<file path="config.mk">
export PLATFORM = sky130hd
export DESIGN_NAME = nrf_rx_poll_engine_flat
export DESIGN_NICKNAME = d
export VERILOG_FILES = /design/src/rtl/nrf_rx_poll_engine_if.sv /design/src/rtl/nrf_rx_poll_engine.sv /design/src/flat_wrapper.sv
export SDC_FILE = /design/constraint.sdc
export NUM_CORES = 1
export LEC_CHECK = 0
export ABC_AREA = 0
export CAP_MARGIN = 40
export CELL_PAD_IN_SITES_DETAIL_PLACEMENT = 1
export CELL_PAD_IN_SITES_GLOBAL_PLACEMENT = 1
export CORE_AREA = 3 3 95 97
export DETAILED_ROUTE_END_ITERATION = 7
export DIE_AREA = 0 0 98 100
export GPL_TIMING_DRIVEN = 0
export PLACE_DENSITY_LB_ADDON = 0.1
export SETUP_SLACK_MARGIN = 0.1
export SLEW_MARGIN = 25
export SYNTH_ARGS = -nofsm -noshare
export SYNTH_HDL_FRONTEND = slang
export SYNTH_SLANG_ARGS = --single-unit
</file>
<file path="constraint.sdc">
create_clock -name i_Clk -period 2.65 [get_ports i_Clk]
set_clock_uncertainty 0.05 [all_clocks]
set_input_delay 0.53 -clock i_Clk [delete_from_list [all_inputs] [get_ports i_Clk]]
set_output_delay 0.53 -clock i_Clk [all_outputs]
set_load 0.01 [all_outputs]
</file>
<file path="src/rtl/nrf_rx_poll_engine_if.sv">
// Bus bundle for nrf_rx_poll_engine: SPI byte-master handshake plus the payload byte stream.
// master = engine side, slave = SPI master / downstream side.
interface nrf_rx_poll_engine_if;
    logic       i_TX_Ready;
    logic       i_RX_DV;
    logic [7:0] i_RX_Byte;
    logic       o_TX_DV;
    logic [7:0] o_TX_Byte;
    logic       o_SPI_Csn;
    logic [7:0] o_Data;
    logic       o_Valid;
    logic       i_Ready;
    logic       o_Last;
    logic [2:0] o_Pipe;

    modport master (
        input  i_TX_Ready, i_RX_DV, i_RX_Byte, i_Ready,
        output o_TX_DV, o_TX_Byte, o_SPI_Csn, o_Data, o_Valid, o_Last, o_Pipe
    );

    modport slave (
        output i_TX_Ready, i_RX_DV, i_RX_Byte, i_Ready,
        input  o_TX_DV, o_TX_Byte, o_SPI_Csn, o_Data, o_Valid, o_Last, o_Pipe
    );
endinterface

</file>
<file path="src/rtl/nrf_rx_poll_engine.sv">
// nRF24L01 receive poller: periodic STATUS poll, RX FIFO drain, RX_DR clear and FIFO re-check,
// with payload bytes streamed out through a single-entry valid/ready register.
module nrf_rx_poll_engine #(
    parameter int unsigned PAYLOAD_BYTES = 4,
    parameter int unsigned POLL_CYCLES   = 50000,
    parameter int unsigned CSN_GAP       = 2,
    parameter int unsigned MAX_PKTS      = 3
) (
    input  logic                 i_Clk,
    input  logic                 i_Rst,
    input  logic                 i_Enable,
    nrf_rx_poll_engine_if.master bus,
    output logic                 o_Busy,
    output logic [15:0]          o_Pkt_Count
);

    typedef enum logic [2:0] {ST_WAIT, ST_STAT, ST_PAYLOAD, ST_CLR, ST_FIFO, ST_GAP} state_t;
    typedef enum logic [1:0] {PH_START, PH_ISSUE, PH_WAIT_RX} phase_t;

    localparam int unsigned CNT_W = $clog2(POLL_CYCLES);
    localparam int unsigned IDX_W = $clog2(PAYLOAD_BYTES + 2);
    localparam int unsigned GAP_W = (CSN_GAP > 1) ? $clog2(CSN_GAP) : 1;

    localparam logic [CNT_W-1:0] POLL_LAST = CNT_W'(POLL_CYCLES - 1);
    localparam logic [GAP_W-1:0] GAP_LAST  = GAP_W'(CSN_GAP - 1);
    localparam logic [IDX_W-1:0] PAY_LAST  = IDX_W'(PAYLOAD_BYTES);
    localparam logic [1:0]       PKT_MAX   = 2'(MAX_PKTS);

    state_t           state_q, state_d;
    state_t           next_q, next_d;
    phase_t           phase_q, phase_d;
    logic [CNT_W-1:0] cnt_q, cnt_d;
    logic [GAP_W-1:0] gap_q, gap_d;
    logic [IDX_W-1:0] idx_q, idx_d;
    logic [1:0]       pkts_q, pkts_d;
    logic [2:0]       pend_q, pend_d;
    logic             csn_q, csn_d;
    logic             tx_dv_q, tx_dv_d;
    logic [7:0]       tx_byte_q, tx_byte_d;
    logic [7:0]       data_q, data_d;
    logic             valid_q, valid_d;
    logic             last_q, last_d;
    logic [2:0]       pipe_q, pipe_d;
    logic             busy_q, busy_d;
    logic [15:0]      pkt_count_q, pkt_count_d;

    logic [7:0]       cmd_byte;
    logic [IDX_W-1:0] last_idx;
    logic             accept;
    logic             can_issue;

    // Byte to send and index of the final byte for the current transaction.
    always_comb begin
        cmd_byte = 8'hFF;
        last_idx = '0;
        case (state_q)
            ST_PAYLOAD: begin
                cmd_byte = (idx_q == '0) ? 8'h61 : 8'hFF;
                last_idx = PAY_LAST;
            end
            ST_CLR: begin
                cmd_byte = (idx_q == '0) ? 8'h27 : 8'h40;
                last_idx = IDX_W'(1);
            end
            ST_FIFO: begin
                cmd_byte = (idx_q == '0) ? 8'h17 : 8'hFF;
                last_idx = IDX_W'(1);
            end
            default: ;
        endcase
    end

    assign accept = valid_q && bus.i_Ready;
    // Payload data strobes wait for room in the output register; CSN stays low meanwhile.
    assign can_issue = bus.i_TX_Ready &&
                       (state_q != ST_PAYLOAD || idx_q == '0 || !valid_q || bus.i_Ready);

    always_comb begin
        state_d     = state_q;
        next_d      = next_q;
        phase_d     = phase_q;
        cnt_d       = '0;
        gap_d       = gap_q;
        idx_d       = idx_q;
        pkts_d      = pkts_q;
        pend_d      = pend_q;
        csn_d       = csn_q;
        tx_dv_d     = 1'b0;
        tx_byte_d   = tx_byte_q;
        data_d      = data_q;
        valid_d     = valid_q && !accept;
        last_d      = last_q;
        pipe_d      = pipe_q;
        pkt_count_d = (accept && last_q) ? pkt_count_q + 1'b1 : pkt_count_q;

        case (state_q)
            ST_WAIT: begin
                csn_d = 1'b1;
                if (cnt_q == POLL_LAST) begin
                    cnt_d = cnt_q;
                    if (i_Enable) begin
                        cnt_d   = '0;
                        state_d = ST_STAT;
                        phase_d = PH_START;
                        idx_d   = '0;
                    end
                end else begin
                    cnt_d = cnt_q + 1'b1;
                end
            end
            ST_GAP: begin
                if (gap_q == GAP_LAST) begin
                    state_d = next_q;
                    phase_d = PH_START;
                    idx_d   = '0;
                    gap_d   = '0;
                end else begin
                    gap_d = gap_q + 1'b1;
                end
            end
            default: begin
                case (phase_q)
                    PH_START: begin
                        csn_d   = 1'b0;
                        phase_d = PH_ISSUE;
                    end
                    PH_ISSUE: begin
                        if (can_issue) begin
                            tx_dv_d   = 1'b1;
                            tx_byte_d = cmd_byte;
                            phase_d   = PH_WAIT_RX;
                        end
                    end
                    default: begin
                        if (bus.i_RX_DV) begin
                            idx_d   = idx_q + 1'b1;
                            phase_d = PH_ISSUE;
                            // Byte returned with the read command is STATUS; it supplies the pipe tag.
                            if (state_q == ST_PAYLOAD) begin
                                if (idx_q == '0) begin
                                    pend_d = bus.i_RX_Byte[3:1];
                                end else begin
                                    data_d  = bus.i_RX_Byte;
                                    valid_d = 1'b1;
                                    last_d  = (idx_q == PAY_LAST);
                                    pipe_d  = pend_q;
                                end
                            end
                            if (idx_q == last_idx) begin
                                csn_d   = 1'b1;
                                state_d = ST_GAP;
                                gap_d   = '0;
                                case (state_q)
                                    ST_STAT: begin
                                        if (bus.i_RX_Byte[6] && bus.i_RX_Byte[3:1] != 3'b111) begin
                                            next_d = ST_PAYLOAD;
                                            pend_d = bus.i_RX_Byte[3:1];
                                            pkts_d = '0;
                                        end else begin
                                            next_d = ST_WAIT;
                                        end
                                    end
                                    ST_PAYLOAD: begin
                                        next_d = ST_CLR;
                                        pkts_d = pkts_q + 1'b1;
                                    end
                                    ST_CLR:  next_d = ST_FIFO;
                                    ST_FIFO: next_d = (!bus.i_RX_Byte[0] && pkts_q < PKT_MAX)
                                                      ? ST_PAYLOAD : ST_WAIT;
                                    default: next_d = ST_WAIT;
                                endcase
                            end
                        end
                    end
                endcase
            end
        endcase

        busy_d = (state_d != ST_WAIT);
    end

    always_ff @(posedge i_Clk) begin
        if (i_Rst) begin
            state_q     <= ST_WAIT;
            next_q      <= ST_WAIT;
            phase_q     <= PH_START;
            cnt_q       <= '0;
            gap_q       <= '0;
            idx_q       <= '0;
            pkts_q      <= '0;
            pend_q      <= '0;
            csn_q       <= 1'b1;
            tx_dv_q     <= 1'b0;
            tx_byte_q   <= 8'hFF;
            data_q      <= '0;
            valid_q     <= 1'b0;
            last_q      <= 1'b0;
            pipe_q      <= '0;
            busy_q      <= 1'b0;
            pkt_count_q <= '0;
        end else begin
            state_q     <= state_d;
            next_q      <= next_d;
            phase_q     <= phase_d;
            cnt_q       <= cnt_d;
            gap_q       <= gap_d;
            idx_q       <= idx_d;
            pkts_q      <= pkts_d;
            pend_q      <= pend_d;
            csn_q       <= csn_d;
            tx_dv_q     <= tx_dv_d;
            tx_byte_q   <= tx_byte_d;
            data_q      <= data_d;
            valid_q     <= valid_d;
            last_q      <= last_d;
            pipe_q      <= pipe_d;
            busy_q      <= busy_d;
            pkt_count_q <= pkt_count_d;
        end
    end

    assign bus.o_SPI_Csn = csn_q;
    assign bus.o_TX_DV   = tx_dv_q;
    assign bus.o_TX_Byte = tx_byte_q;
    assign bus.o_Data    = data_q;
    assign bus.o_Valid   = valid_q;
    assign bus.o_Last    = last_q;
    assign bus.o_Pipe    = pipe_q;
    assign o_Busy        = busy_q;
    assign o_Pkt_Count   = pkt_count_q;

endmodule

</file>
<file path="src/flat_wrapper.sv">
// flat-port wrapper written by rule: the top's interface ports become plain ports
module nrf_rx_poll_engine_flat 
#(
    parameter int unsigned PAYLOAD_BYTES = 4,
    parameter int unsigned POLL_CYCLES   = 50000,
    parameter int unsigned CSN_GAP       = 2,
    parameter int unsigned MAX_PKTS      = 3
)
  (i_Clk, i_Rst, i_Enable, o_Busy, o_Pkt_Count, bus_i_TX_Ready, bus_i_RX_DV, bus_i_RX_Byte, bus_i_Ready, bus_o_TX_DV, bus_o_TX_Byte, bus_o_SPI_Csn, bus_o_Data, bus_o_Valid, bus_o_Last, bus_o_Pipe);
  nrf_rx_poll_engine_if bus_i ();
  input  logic i_Clk;
  input  logic i_Rst;
  input  logic i_Enable;
  output logic o_Busy;
  output logic [15:0] o_Pkt_Count;
  input wire logic [$bits(bus_i.i_TX_Ready)-1:0] bus_i_TX_Ready;
  input wire logic [$bits(bus_i.i_RX_DV)-1:0] bus_i_RX_DV;
  input wire logic [$bits(bus_i.i_RX_Byte)-1:0] bus_i_RX_Byte;
  input wire logic [$bits(bus_i.i_Ready)-1:0] bus_i_Ready;
  output wire logic [$bits(bus_i.o_TX_DV)-1:0] bus_o_TX_DV;
  output wire logic [$bits(bus_i.o_TX_Byte)-1:0] bus_o_TX_Byte;
  output wire logic [$bits(bus_i.o_SPI_Csn)-1:0] bus_o_SPI_Csn;
  output wire logic [$bits(bus_i.o_Data)-1:0] bus_o_Data;
  output wire logic [$bits(bus_i.o_Valid)-1:0] bus_o_Valid;
  output wire logic [$bits(bus_i.o_Last)-1:0] bus_o_Last;
  output wire logic [$bits(bus_i.o_Pipe)-1:0] bus_o_Pipe;
  assign bus_i.i_TX_Ready = bus_i_TX_Ready;
  assign bus_i.i_RX_DV = bus_i_RX_DV;
  assign bus_i.i_RX_Byte = bus_i_RX_Byte;
  assign bus_i.i_Ready = bus_i_Ready;
  assign bus_o_TX_DV = bus_i.o_TX_DV;
  assign bus_o_TX_Byte = bus_i.o_TX_Byte;
  assign bus_o_SPI_Csn = bus_i.o_SPI_Csn;
  assign bus_o_Data = bus_i.o_Data;
  assign bus_o_Valid = bus_i.o_Valid;
  assign bus_o_Last = bus_i.o_Last;
  assign bus_o_Pipe = bus_i.o_Pipe;
  nrf_rx_poll_engine #(.PAYLOAD_BYTES(PAYLOAD_BYTES), .POLL_CYCLES(POLL_CYCLES), .CSN_GAP(CSN_GAP), .MAX_PKTS(MAX_PKTS)) u_core (.i_Clk(i_Clk), .i_Rst(i_Rst), .i_Enable(i_Enable), .bus(bus_i), .o_Busy(o_Busy), .o_Pkt_Count(o_Pkt_Count));
endmodule
</file>
**Yosys cells after proc, flatten, opt, wreduce, memory -nomap -nowiden**

Index checks and enable logic that the tools add are counted.

- Flip-flop bits (word level): 73
- Latch bits: 0
- RAM bits: 0
- Memory bits (read-only): 0
- Input port bits: 14
- Logic and storage cells: 138
- Memories: 0

- Add/subtract/negate cells: 5
- $mul: 0
- Divide/modulo/power cells: 0
- Magnitude comparators: 1
- Equality and inequality tests: 20
- Shift operators: 0
- Mux-type cells: 52
- Bitwise operators: 6
- Reduce and logical (&&, ||, !) cells: 37

Operator list:

| kind | number |
|---|---|
| $mux W3 | 16 |
| $add A16 B1 Y16 const B | 2 |
| $mux W16 | 2 |
| $pmux W8 S3 | 1 |
| $pmux W3 S2 | 3 |
| $eq A16 B16 Y1 const B | 1 |
| $mux W2 | 8 |
| $mux W8 | 2 |
| $reduce_and A5 Y1 | 3 |
| $mux W1 | 12 |
| $pmux W2 S2 | 3 |
| $pmux W3 S4 | 1 |
| $reduce_and A4 Y1 | 3 |
| $reduce_bool A3 Y1 | 4 |
| $eq A3 B3 Y1 const B | 3 |
| $ne A2 B1 Y1 const B | 4 |
| $reduce_or A2 Y1 | 4 |
| $mux W7 | 1 |
| $eq A3 B2 Y1 const B | 2 |
| $logic_and A1 B1 Y1 | 6 |
| $logic_not A3 Y1 | 2 |
| $ne A2 B2 Y1 const B | 3 |
| $not A1 Y1 | 6 |
| $pmux W1 S2 | 3 |
| 19 further kinds | 26 |

**Depth between registers and ports, before layout**

Gate-level depths: netlist of the first run.

- Depth after elaboration: 9
- Depth in mapped cells: 8
- Depth with buffers taken out: 7

**Worst setup path after synthesis of the first run**

No wires, ideal clock.

- Kind: reg2reg
- Start point: register u_core.idx_q[0]
- End point: register u_core.tx_byte_q[2], in the netlist u_core.bus.o_TX_Byte[2]
- Data arrival time: 1.769 ns
- Required time: 2.480 ns
- Setup slack: 0.712 ns
- Cell stages (with the launch flop): 9
- Clock period less this slack: 1.938 ns
- Cells stage by stage: dfxtp_1 -> inv_1 -> ha_1 -> nor2b_1 -> o31ai_1 -> nand2b_1 -> buf_4 -> a21oi_1 -> a211o_1

- Cells in the longest elaborated chain, start to end: 6
- Elaborated cells between the ends (all ways): 9
- Classes of those cells: mux (3); reduce/logical (6)

Ends and longest elaborated chain:

| item | RTL line | source |
|---|---|---|
| start: declaration | nrf_rx_poll_engine.sv:34 | `logic [IDX_W-1:0] idx_q, idx_d;` |
| start signal: assignment | nrf_rx_poll_engine.sv:207 | `idx_q <= idx_d;` |
| $logic_not A3 Y1 (*) | nrf_rx_poll_engine.sv:58, nrf_rx_poll_engine.sv:62, nrf_rx_poll_engine.sv:76 |  |
| $logic_or A1 B1 Y1 (3 in a row) | nrf_rx_poll_engine.sv:76 | `(state_q != ST_PAYLOAD \|\| idx_q == '0 \|\| !valid_q \|\| bus.i_Ready);` |
| $logic_and A1 B1 Y1 | nrf_rx_poll_engine.sv:75 | `assign can_issue = bus.i_TX_Ready &&` |
| $reduce_and A3 Y1 (no line) | - |  |
| end signal: assignment | nrf_rx_poll_engine.sv:212 | `tx_byte_q <= tx_byte_d;` |
| end: declaration | nrf_rx_poll_engine.sv:39 | `logic [7:0] tx_byte_q, tx_byte_d;` |

Mark *: on every way between the ends. The rest lies on a longest branch, timed or not.
A chain may end at the register's enable or synchronous reset.

**Worst setup path after layout of the first run**

Same ends and word-level chain as after synthesis.

==> results of run 1 <==
per-layer routing:
metal / wire length (um) / vias to the layer above / global-route usage [%]
li1: - / 1450 / -
met2: 4120 / 46 / 31.4
met4: 170 / 0 / 7.03
met1: 3850 / 1390 / 21.1
met5: 0 / - / 0
met3: 302 / 17 / 4.31
stage by stage:
stage	util [%]	hold slack, ns	setup WS [ns]	std cells
after global routing	50.8	0.445	0.131	550
after global placement	48.2	0.402	0.164	535
after CTS	50.8	0.421	0.287	550
final	50.8	0.417	0.313	550
after floorplan	-	0.384	0.712	378
after detailed placement	48.2	0.403	0.151	535
where the power goes:
| group | switching, mW | internal [mW] | total [mW] |
|---|---|---|---|
| registers | 0.00502 | 1.07 | 1.07 |
| logic | 0.0376 | 0.0251 | 0.0627 |
| clock network | 0.410 | 0.523 | 0.933 |
registers in the layout, indices dropped and copies added (netlist names):
signal and count:
u_core.bus.o_Data 8, u_core.bus.o_Last 1, u_core.bus.o_Pipe 3, u_core.bus.o_SPI_Csn 1, u_core.bus.o_TX_Byte 6, u_core.bus.o_TX_DV 1
u_core.bus.o_Valid 1, u_core.cnt_q 16, u_core.gap_q 1, u_core.idx_q 3, u_core.next_q 3, u_core.o_Busy 1
u_core.o_Pkt_Count 16, u_core.pend_q 3, u_core.phase_q 2, u_core.pkts_q 2, u_core.state_q 3
logic make-up (layout without fill, tap and decap cells):
family	Yosys count	count (layout)	share of synthesized area, %
AOI/OAI and AO/OA	59	59	12.5
xor gates and xnor gates	26	26	6.88
adders and majority gates	5	5	1.89
buffers and inverters	30	97	4.23
DFF	71	71	42.9
muxes	18	18	5.48
and+or+nand+nor	169	169	26.0
cells in the final DEF (no fill, tap or decap), types with 4 or more instances in the layout:
| master | count |
|---|---|
| a211oi_1 | 5 |
| a21oi_1 | 20 |
| and3_1 | 11 |
| buf_2 | 4 |
| buf_4 | 4 |
| clkbuf_1 | 10 |
| clkbuf_8 | 9 |
| clkdlybuf4s50_1 | 52 |
| dfxtp_1 | 71 |
| ha_1 | 5 |
| inv_1 | 10 |
| mux2i_1 | 17 |
| nand2_1 | 29 |
| nand2b_1 | 6 |
| nand3_1 | 19 |
| nand4_1 | 8 |
| nor2_1 | 56 |
| nor2b_1 | 4 |
| nor3_1 | 7 |
| o21ai_0 | 9 |
| or2_2 | 4 |
| xnor2_1 | 8 |
| xor2_1 | 18 |
worst min-delay path, delay by kind of cell (launching register included):
kind                   cells  cell delay [ns]
AOI/OAI and AO/OA          1             0.05
DFF                        1             0.32
buffers and inverters      1             0.05
final timing paths:
path | startpoint | to | slack, ns | cells past startpoint
setup / recovery | u_core.idx_q[0]$_SDFFE_PP0P_ | u_core.bus.o_TX_Byte[2]$_SDFFE_PP1P_ | 0.31 | 8
hold / removal | u_core.next_q[1]$_SDFFE_PP0P_ | u_core.next_q[1]$_SDFFE_PP0P_ | 0.42 | 2
setup reg to reg | u_core.idx_q[0]$_SDFFE_PP0P_ | u_core.bus.o_TX_Byte[2]$_SDFFE_PP1P_ | 0.31 | 8
hold reg to reg | u_core.next_q[1]$_SDFFE_PP0P_ | u_core.next_q[1]$_SDFFE_PP0P_ | 0.42 | 2
synth_stat cells (all sizes together) (5+ instances only):
cell type  instances
nand4              8
a211oi             6
xnor2              8
dfxtp             71
o21ai             11
nor3               7
inv               10
clkbuf            10
nand3             19
and3              11
xor2              18
ha                 5
mux2i             17
nand2b             7
nor2              56
nand2             29
a21oi             21
buf               10
cell type report:
cell class / instances / area [sq um] / area share [%]
clock buffer: 9 / 124 / 2.97
clock inverter: 6 / 86.3 / 2.07
inverter: 10 / 37.5 / 0.900
timing repair buffer: 52 / 520 / 12.5
multi-input combinational: 277 / 1750 / 41.9
tap: 105 / 131 / 3.15
sequential: 71 / 1420 / 34.1
buffer: 20 / 103 / 2.46
==> flow_summary.json, run 1 <==
{
  "status": "completed",
  "worst_pin_slew_ns": 0.648,
  "path_delay_family": "compound AO/OA/AOI/OAI gates",
  "end_kind": "flop",
  "synth-main-ff-cell": "dfxtp_1",
  "vias": 2903,
  "rows": 33,
  "grt_usage_pct": 17.9,
  "wl_per_cell_um": 15.4,
  "layout.nets": 460,
  "final_area_sq_mm": 0.00417,
  "cts_tree": "done",
  "ys_types": 55,
  "drv_slew": 0,
  "die_w_um": 98,
  "place_area_sq_mm": 0.00396,
  "grt-ovfl-total": 0,
  "ir_drop_v": 0.000261,
  "yosys_register_bits": 71,
  "cpPeakStageDelay_ns": 0.44,
  "startpoint_type": "flop",
  "yosysTopAreaCell": "dfxtp_1",
  "drv_cap": 0,
  "rsz0062_at_grt": "no",
  "synth_top_area_share_pct": 42.9,
  "clockBufferDepth": 2,
  "yosys-top-cells-area": "dfxtp_1, nor2_1, mux2i_1",
  "syn_nets": 397,
  "power.density_mw_per_mm2": 496,
  "setup_viol": 0,
  "path_buf_inv": 2,
  "synth.avg_cell_area_sq_um": 8.76,
  "numCtsBuffers": 9,
  "grt_max_degree": 13,
  "critPathRequiredTime_ns": 2.83,
  "fin_crit_sh_pct": 88.2,
  "cts_root_buf": "clkbuf_8",
  "period_needed_ns": 2.34,
  "synthesis.area_sq_mm": 0.00331,
  "worstPathArrival_ns": 2.52,
  "io_pins": 54,
  "yosysWarnings": 0,
  "gp_congestion": 0.860,
  "synth_edf_count": 0,
  "cp_slowest_cell": "dfxtp_1",
  "area_growth_pct": 26.0,
  "start_util_pct": 40.3,
  "dp_hpwl_um": 6270,
  "final_antenna_net_count": 0,
  "p_leak_nw": 1.47,
  "setup_tns_ns": 0,
  "die_area_sq_mm": 0.00980,
  "route.detailed.drc": 0,
  "h-tree-depth": 3,
  "worst-setup-path-type": "flop to flop",
  "vias_per_cell": 5.28,
  "wirelength_um": 8450,
  "antenna_found_initial": 0,
  "relSlewSlack_pct": 56.5,
  "async_flop_share_pct": 0,
  "post-layout-total-power_mw": 2.07,
  "clk_pin_slew_ns": 0.08,
  "worstPathMaxFanout": 10,
  "first_pass_iters": 4,
  "syn_inst": 378,
  "ctsResizeCount": 0,
  "coreArea_sq_mm": 0.00822,
  "portBuffers": 52,
  "num_antenna_cells": 0,
  "hold_class": "flop to flop",
  "cts.sinks": 71,
  "die_y_um": 100,
  "drive_above_1_share_pct": 8.31,
  "ctsHoldBuffers": 0,
  "grt_pass1_wl_um": 14300,
  "seq_area_frac_synth_pct": 42.9,
  "fmax_mhz": 428,
  "grt_pass1_vias": 3005,
  "finalHoldViolCount": 0,
  "cts_setup_buffers": 0,
  "drtIter0Drc": 47,
  "crit_chain": "inv_1, ha_1, nor2b_1, o31ai_1, nand2b_1, buf_4, a21oi_1, a211o_1",
  "fillerInstances": 971,
  "clk_latency_ns": 0.34
}
Note: power is estimated with default switching activity, not from simulation.
==> run 2, diff against run 1 <==
--- a/config.mk
+++ b/config.mk
@@ -9,9 +9,9 @@
 export CAP_MARGIN = 40
 export CELL_PAD_IN_SITES_DETAIL_PLACEMENT = 1
 export CELL_PAD_IN_SITES_GLOBAL_PLACEMENT = 1
-export CORE_AREA = 3 3 95 97
+export CORE_AREA = 3 3 120 122
 export DETAILED_ROUTE_END_ITERATION = 7
-export DIE_AREA = 0 0 98 100
+export DIE_AREA = 0 0 123 125
 export GPL_TIMING_DRIVEN = 0
 export PLACE_DENSITY_LB_ADDON = 0.1
 export SETUP_SLACK_MARGIN = 0.1
==> run 2 against run 1 <==
Maximum frequency up 0.78%. Critical path depth unchanged. Core utilization down 18 points. Flip-flop and latch count unchanged. Die area up 57%. Combinational power up 2%. Total power up 13%. Critical path type unchanged. Hold slack worse by 0.00061 ns. Global-route usage down 5.3 points. Critical endpoint unchanged. Cell count up 13%. Wire length up 9.7%. Sequential share of layout area down 1.3 points. Largest cell class unchanged.
==> flow_summary.json, run 2 (synthesis results as in run 1) <==
{
  "ctsResizeCount": 0,
  "die_y_um": 125,
  "die_area_sq_mm": 0.0154,
  "vias": 2877,
  "mostFrequentLayoutCell": "dfxtp_1",
  "portBuffers": 52,
  "wirelength_um": 9270,
  "start_util_pct": 24.9,
  "register_area_sq_mm": 0.00142,
  "area_growth_pct": 31.2,
  "clk_latency_ns": 0.34,
  "critPathRequiredTime_ns": 2.83,
  "setup_tns_ns": 0,
  "cts_root_buf": "clkbuf_16",
  "numCtsBuffers": 9,
  "multi_input_comb_area_sq_mm": 0.00175,
  "end_kind": "flop",
  "dp_hpwl_um": 6940,
  "setup_viol": 0,
  "worst-setup-path-type": "flop to flop",
  "drtIter0Drc": 86,
  "die_w_um": 123,
  "drv_cap": 0,
  "cts_tree": "done",
  "num_antenna_cells": 0,
  "layout.nets": 460,
  "finalHoldViolCount": 0,
  "io_pins": 54,
  "clockBufferDepth": 2,
  "antenna_found_initial": 0,
  "vias_per_cell": 4.63,
  "status": "completed",
  "route.detailed.drc": 0,
  "grt_max_degree": 12,
  "grt-ovfl-total": 0,
  "fin_crit_sh_pct": 87.5,
  "grt_pass1_vias": 2915,
  "grt_usage_pct": 12.6,
  "final_cell_mix": "dfxtp_1, nor2_1, clkdlybuf4s50_1, nand2_1, a21oi_1",
  "cp_slowest_cell": "dfxtp_1",
  "worstPathMaxFanout": 10,
  "crit_chain": "inv_1, ha_1, nor2b_1, o31ai_1, nand2b_1, buf_4, a21oi_1, a211o_1",
  "hold_class": "flop to flop",
  "p_leak_nw": 1.51,
  "fillerInstances": 1574,
  "relSlewSlack_pct": 58.1,
  "rsz0062_at_grt": "no",
  "fmax_mhz": 431,
  "period_needed_ns": 2.32,
  "gp_congestion": 0.785,
  "first_pass_iters": 4,
  "worst_pin_slew_ns": 0.629,
  "wl_per_cell_um": 14.9,
  "grt_pass1_wl_um": 15200,
  "clk_pin_slew_ns": 0.06,
  "drive_above_1_share_pct": 8.07,
  "h-tree-depth": 3,
  "post-layout-total-power_mw": 2.35,
  "startpoint_type": "flop",
  "cts.sinks": 71,
  "worstPathArrival_ns": 2.50,
  "cpPeakStageDelay_ns": 0.43,
  "cts_setup_buffers": 0,
  "coreArea_sq_mm": 0.0133,
  "ctsHoldBuffers": 0,
  "ir_drop_v": 0.000334,
  "final_antenna_net_count": 0,
  "power.density_mw_per_mm2": 541,
  "drv_slew": 0,
  "rows": 42
}
run 2: cell types whose count changed in the layout (fill, tap and decap cells not counted):
| cell | previous run | this run |
|---|---|---|
| clkbuf_8 | 9 | 1 |
| clkinv_2 | 2 | 3 |
| bufinv_16 | 2 | 1 |
| clkbuf_1 | 10 | 12 |
| clkbuf_16 | 0 | 9 |
| clkinv_4 | 1 | 0 |
| clkinvlp_4 | 1 | 0 |
run 2: through the flow:
step	worst slack [ns]	util (%)	hold slack, ns	instance area [sq um]	cells
6_report	0.331	32.7	0.416	4340	622
5_1_grt	0.172	32.7	0.443	4340	622
4_1_cts	0.303	32.7	0.423	4340	622
3_5_place_dp	0.00678	30.5	0.408	4050	606
3_3_place_gp	0.0160	30.5	0.404	4050	606
2_1_floorplan	0.712	-	0.384	3310	378
run 2: area by class of cell:
| type | instances | area share, % |
|---|---|---|
| buffer | 20 | 2.36 |
| sequential | 71 | 32.7 |
| multi-input combinational | 277 | 40.3 |
| tap | 176 | 5.07 |
| clock inverter | 4 | 1.04 |
| timing repair buffer | 52 | 12.0 |
| clock buffer | 12 | 5.68 |
| inverter | 10 | 0.864 |
run 2: worst paths after layout:
| check | from | cells after the start | endpoint | slack, ns |
|---|---|---|---|---|
| min reg2reg | u_core.pend_q[0]$_SDFFE_PP0P_ | 2 | u_core.pend_q[0]$_SDFFE_PP0P_ | 0.42 |
| max reg2reg | u_core.idx_q[0]$_SDFFE_PP0P_ | 8 | u_core.bus.o_TX_Byte[2]$_SDFFE_PP1P_ | 0.33 |
| min | u_core.pend_q[0]$_SDFFE_PP0P_ | 2 | u_core.pend_q[0]$_SDFFE_PP0P_ | 0.42 |
| max | u_core.idx_q[0]$_SDFFE_PP0P_ | 8 | u_core.bus.o_TX_Byte[2]$_SDFFE_PP1P_ | 0.33 |
run 2: layer usage:
layer	up-vias	part of all wire, %	global-route usage, %
li1	1441	-	-
met1	1383	50	17.0
met2	43	45	19.3
met3	10	3.8	3.48
met4	0	1.4	4.69
met5	-	0	0
run 2: worst max-delay path: cells and delay by family, from the launching register on:
kind	cells	cell delay [ns]
AOI/OAI and AO/OA	3	0.64
buffers and inverters	2	0.36
and+or+nand+nor	2	0.44
DFF	1	0.43
adders and majority gates	1	0.26
run 2: power breakdown:
part	internal (mW)	switching, mW	total (mW)
combinational	0.0251	0.0388	0.0638
sequential	1.07	0.00450	1.08
clock	0.750	0.458	1.21
==> run 3, diff against run 2 <==
==> constraint.sdc (replaced) <==
create_clock -name i_Clk -period 2.32 [get_ports i_Clk]
set_clock_uncertainty 0.05 [all_clocks]
set_input_delay 0.464 -clock i_Clk [delete_from_list [all_inputs] [get_ports i_Clk]]
set_output_delay 0.464 -clock i_Clk [all_outputs]
set_load 0.01 [all_outputs]
==> run 3 against run 2 <==
Design area is 0.63% higher. Flip-flop and latch count stayed put. Global-route usage hardly changed. Core utilization is 0.21 points higher. Total power is 14% higher. Highest routed layer unchanged.
==> flow_summary.json, run 3 (synthesis results as in run 1) <==
{
  "status": "completed",
  "drv_cap": 0,
  "fin_crit_sh_pct": 89.9,
  "ctsHoldBuffers": 0,
  "io_pins": 54,
  "drive_above_1_share_pct": 9.64,
  "rows": 42,
  "grt_max_degree": 12,
  "cts_tree": "done",
  "end_kind": "flop",
  "clk_latency_ns": 0.34,
  "cts_root_buf": "clkbuf_16",
  "path_buf_inv": 1,
  "drv_slew": 0,
  "grt-ovfl-total": 0,
  "coreArea_sq_mm": 0.0133,
  "cpPeakStageDelay_ns": 0.41,
  "worst-setup-path-type": "flop to flop",
  "drt-met1-wl_um": 4630,
  "vias": 2896,
  "portBuffers": 52,
  "antenna_found_initial": 0,
  "final_antenna_net_count": 0,
  "ir_drop_v": 0.000381,
  "h-tree-depth": 3,
  "num_antenna_cells": 0,
  "cts.sinks": 71,
  "grt_usage_pct": 12.7,
  "power.density_mw_per_mm2": 613,
  "utilization_pct": 32.9,
  "vias_per_cell": 4.66,
  "setup_tns_ns": 0,
  "met2WireLength_um": 4170,
  "top_layer": "met4",
  "die_y_um": 125,
  "period_needed_ns": 2.08,
  "fillerInstances": 1568,
  "area_growth_pct": 32.0,
  "final_cell_mix": "dfxtp_1, nor2_1, clkdlybuf4s50_1, nand2_1, a21oi_1",
  "rsz0062_at_grt": "yes",
  "worst_pin_slew_ns": 0.570,
  "gp_congestion": 0.785,
  "hold_class": "flop to flop",
  "startpoint_type": "flop",
  "cts_setup_buffers": 0,
  "dp_hpwl_um": 6940,
  "route.detailed.drc": 0,
  "wl_per_cell_um": 15.0,
  "clk_pin_slew_ns": 0.06,
  "fmax_mhz": 480,
  "holdWs_ns": 0.416,
  "layout.nets": 460,
  "wirelength_um": 9300,
  "relSlewSlack_pct": 61.5,
  "die_area_sq_mm": 0.0154,
  "grt_pass1_wl_um": 15200,
  "start_util_pct": 24.9,
  "first_pass_iters": 4,
  "numCtsBuffers": 9,
  "mostFrequentLayoutCell": "dfxtp_1",
  "die_w_um": 123,
  "clockBufferDepth": 2,
  "p_leak_nw": 1.53,
  "finalHoldViolCount": 0,
  "crit_chain": "buf_2, xnor2_1, nand2_1, nand3_1, a21oi_2, mux2i_1",
  "critPathRequiredTime_ns": 2.54,
  "worstPathArrival_ns": 2.30,
  "worstPathMaxFanout": 10,
  "setup_viol": 0,
  "dr_wl_met3_um": 329,
  "path_delay_family": "simple AND/OR/NAND/NOR gates",
  "grt_pass1_vias": 2924,
  "cp_slowest_cell": "dfxtp_1",
  "drtIter0Drc": 91
}
==> run 3: through the flow <==
stage | cells | setup slack (ns) | power [mW] | instance area [sq um]
final | 622 | 0.235 | 2.68 | 4370
after global routing | 622 | 0.0587 | 2.80 | 4370
after CTS | 622 | 0.0565 | 2.75 | 4360
after detailed placement | 606 | -0.257 | 1.33 | 4050
after global placement | 606 | -0.248 | 1.33 | 4050
after floorplan | 378 | 0.382 | 1.29 | 3310
==> run 3: final timing paths <==
check | cells past startpoint | start | to | slack (ns)
setup / recovery | 6 | u_core.state_q[0]$_SDFF_PP0_ | u_core.pend_q[2]$_SDFFE_PP0P_ | 0.24
hold / removal | 2 | u_core.pend_q[0]$_SDFFE_PP0P_ | u_core.pend_q[0]$_SDFFE_PP0P_ | 0.42
setup reg to reg | 6 | u_core.state_q[0]$_SDFF_PP0_ | u_core.pend_q[2]$_SDFFE_PP0P_ | 0.24
hold reg to reg | 2 | u_core.pend_q[0]$_SDFFE_PP0P_ | u_core.pend_q[0]$_SDFFE_PP0P_ | 0.42
==> run 3: power breakdown <==
group	total [mW]	switching, mW	internal [mW]
sequential	1.23	0.00515	1.22
clock	1.38	0.520	0.856
combinational	0.0740	0.0443	0.0297
==> run 3: area by class of cell <==
cell class,count,area [sq um],share of cell area [%]
Multi-Input combinational cell,277,1770,40.6
Sequential cell,71,1420,32.6
Timing Repair Buffer,52,520,11.9
Clock buffer,12,246,5.64
Tap cell,176,220,5.04
Buffer,20,104,2.38
Clock inverter,4,45.0,1.03
Inverter,10,37.5,0.859
==> run 3: metal layers <==
metal | global-route usage [%] | vias to the layer above
li1 | - | 1442
met1 | 17.1 | 1403
met2 | 19.1 | 39
met3 | 3.52 | 12
met4 | 5.08 | 0
met5 | 0 | -
==> run 3: timing repair <==
action	4_1_cts	5_1_grt
resized for setup	3	5
pin swaps	0	1
endpoints found under the setup margin	13	30
==> run 3: worst register-to-register path: stages (launching register included) <==
cell     delay, ns
dfxtp_1       0.41
buf_2         0.29
xnor2_1       0.14
nand2_1       0.16
nand3_1       0.36
a21oi_2       0.39
mux2i_1       0.22
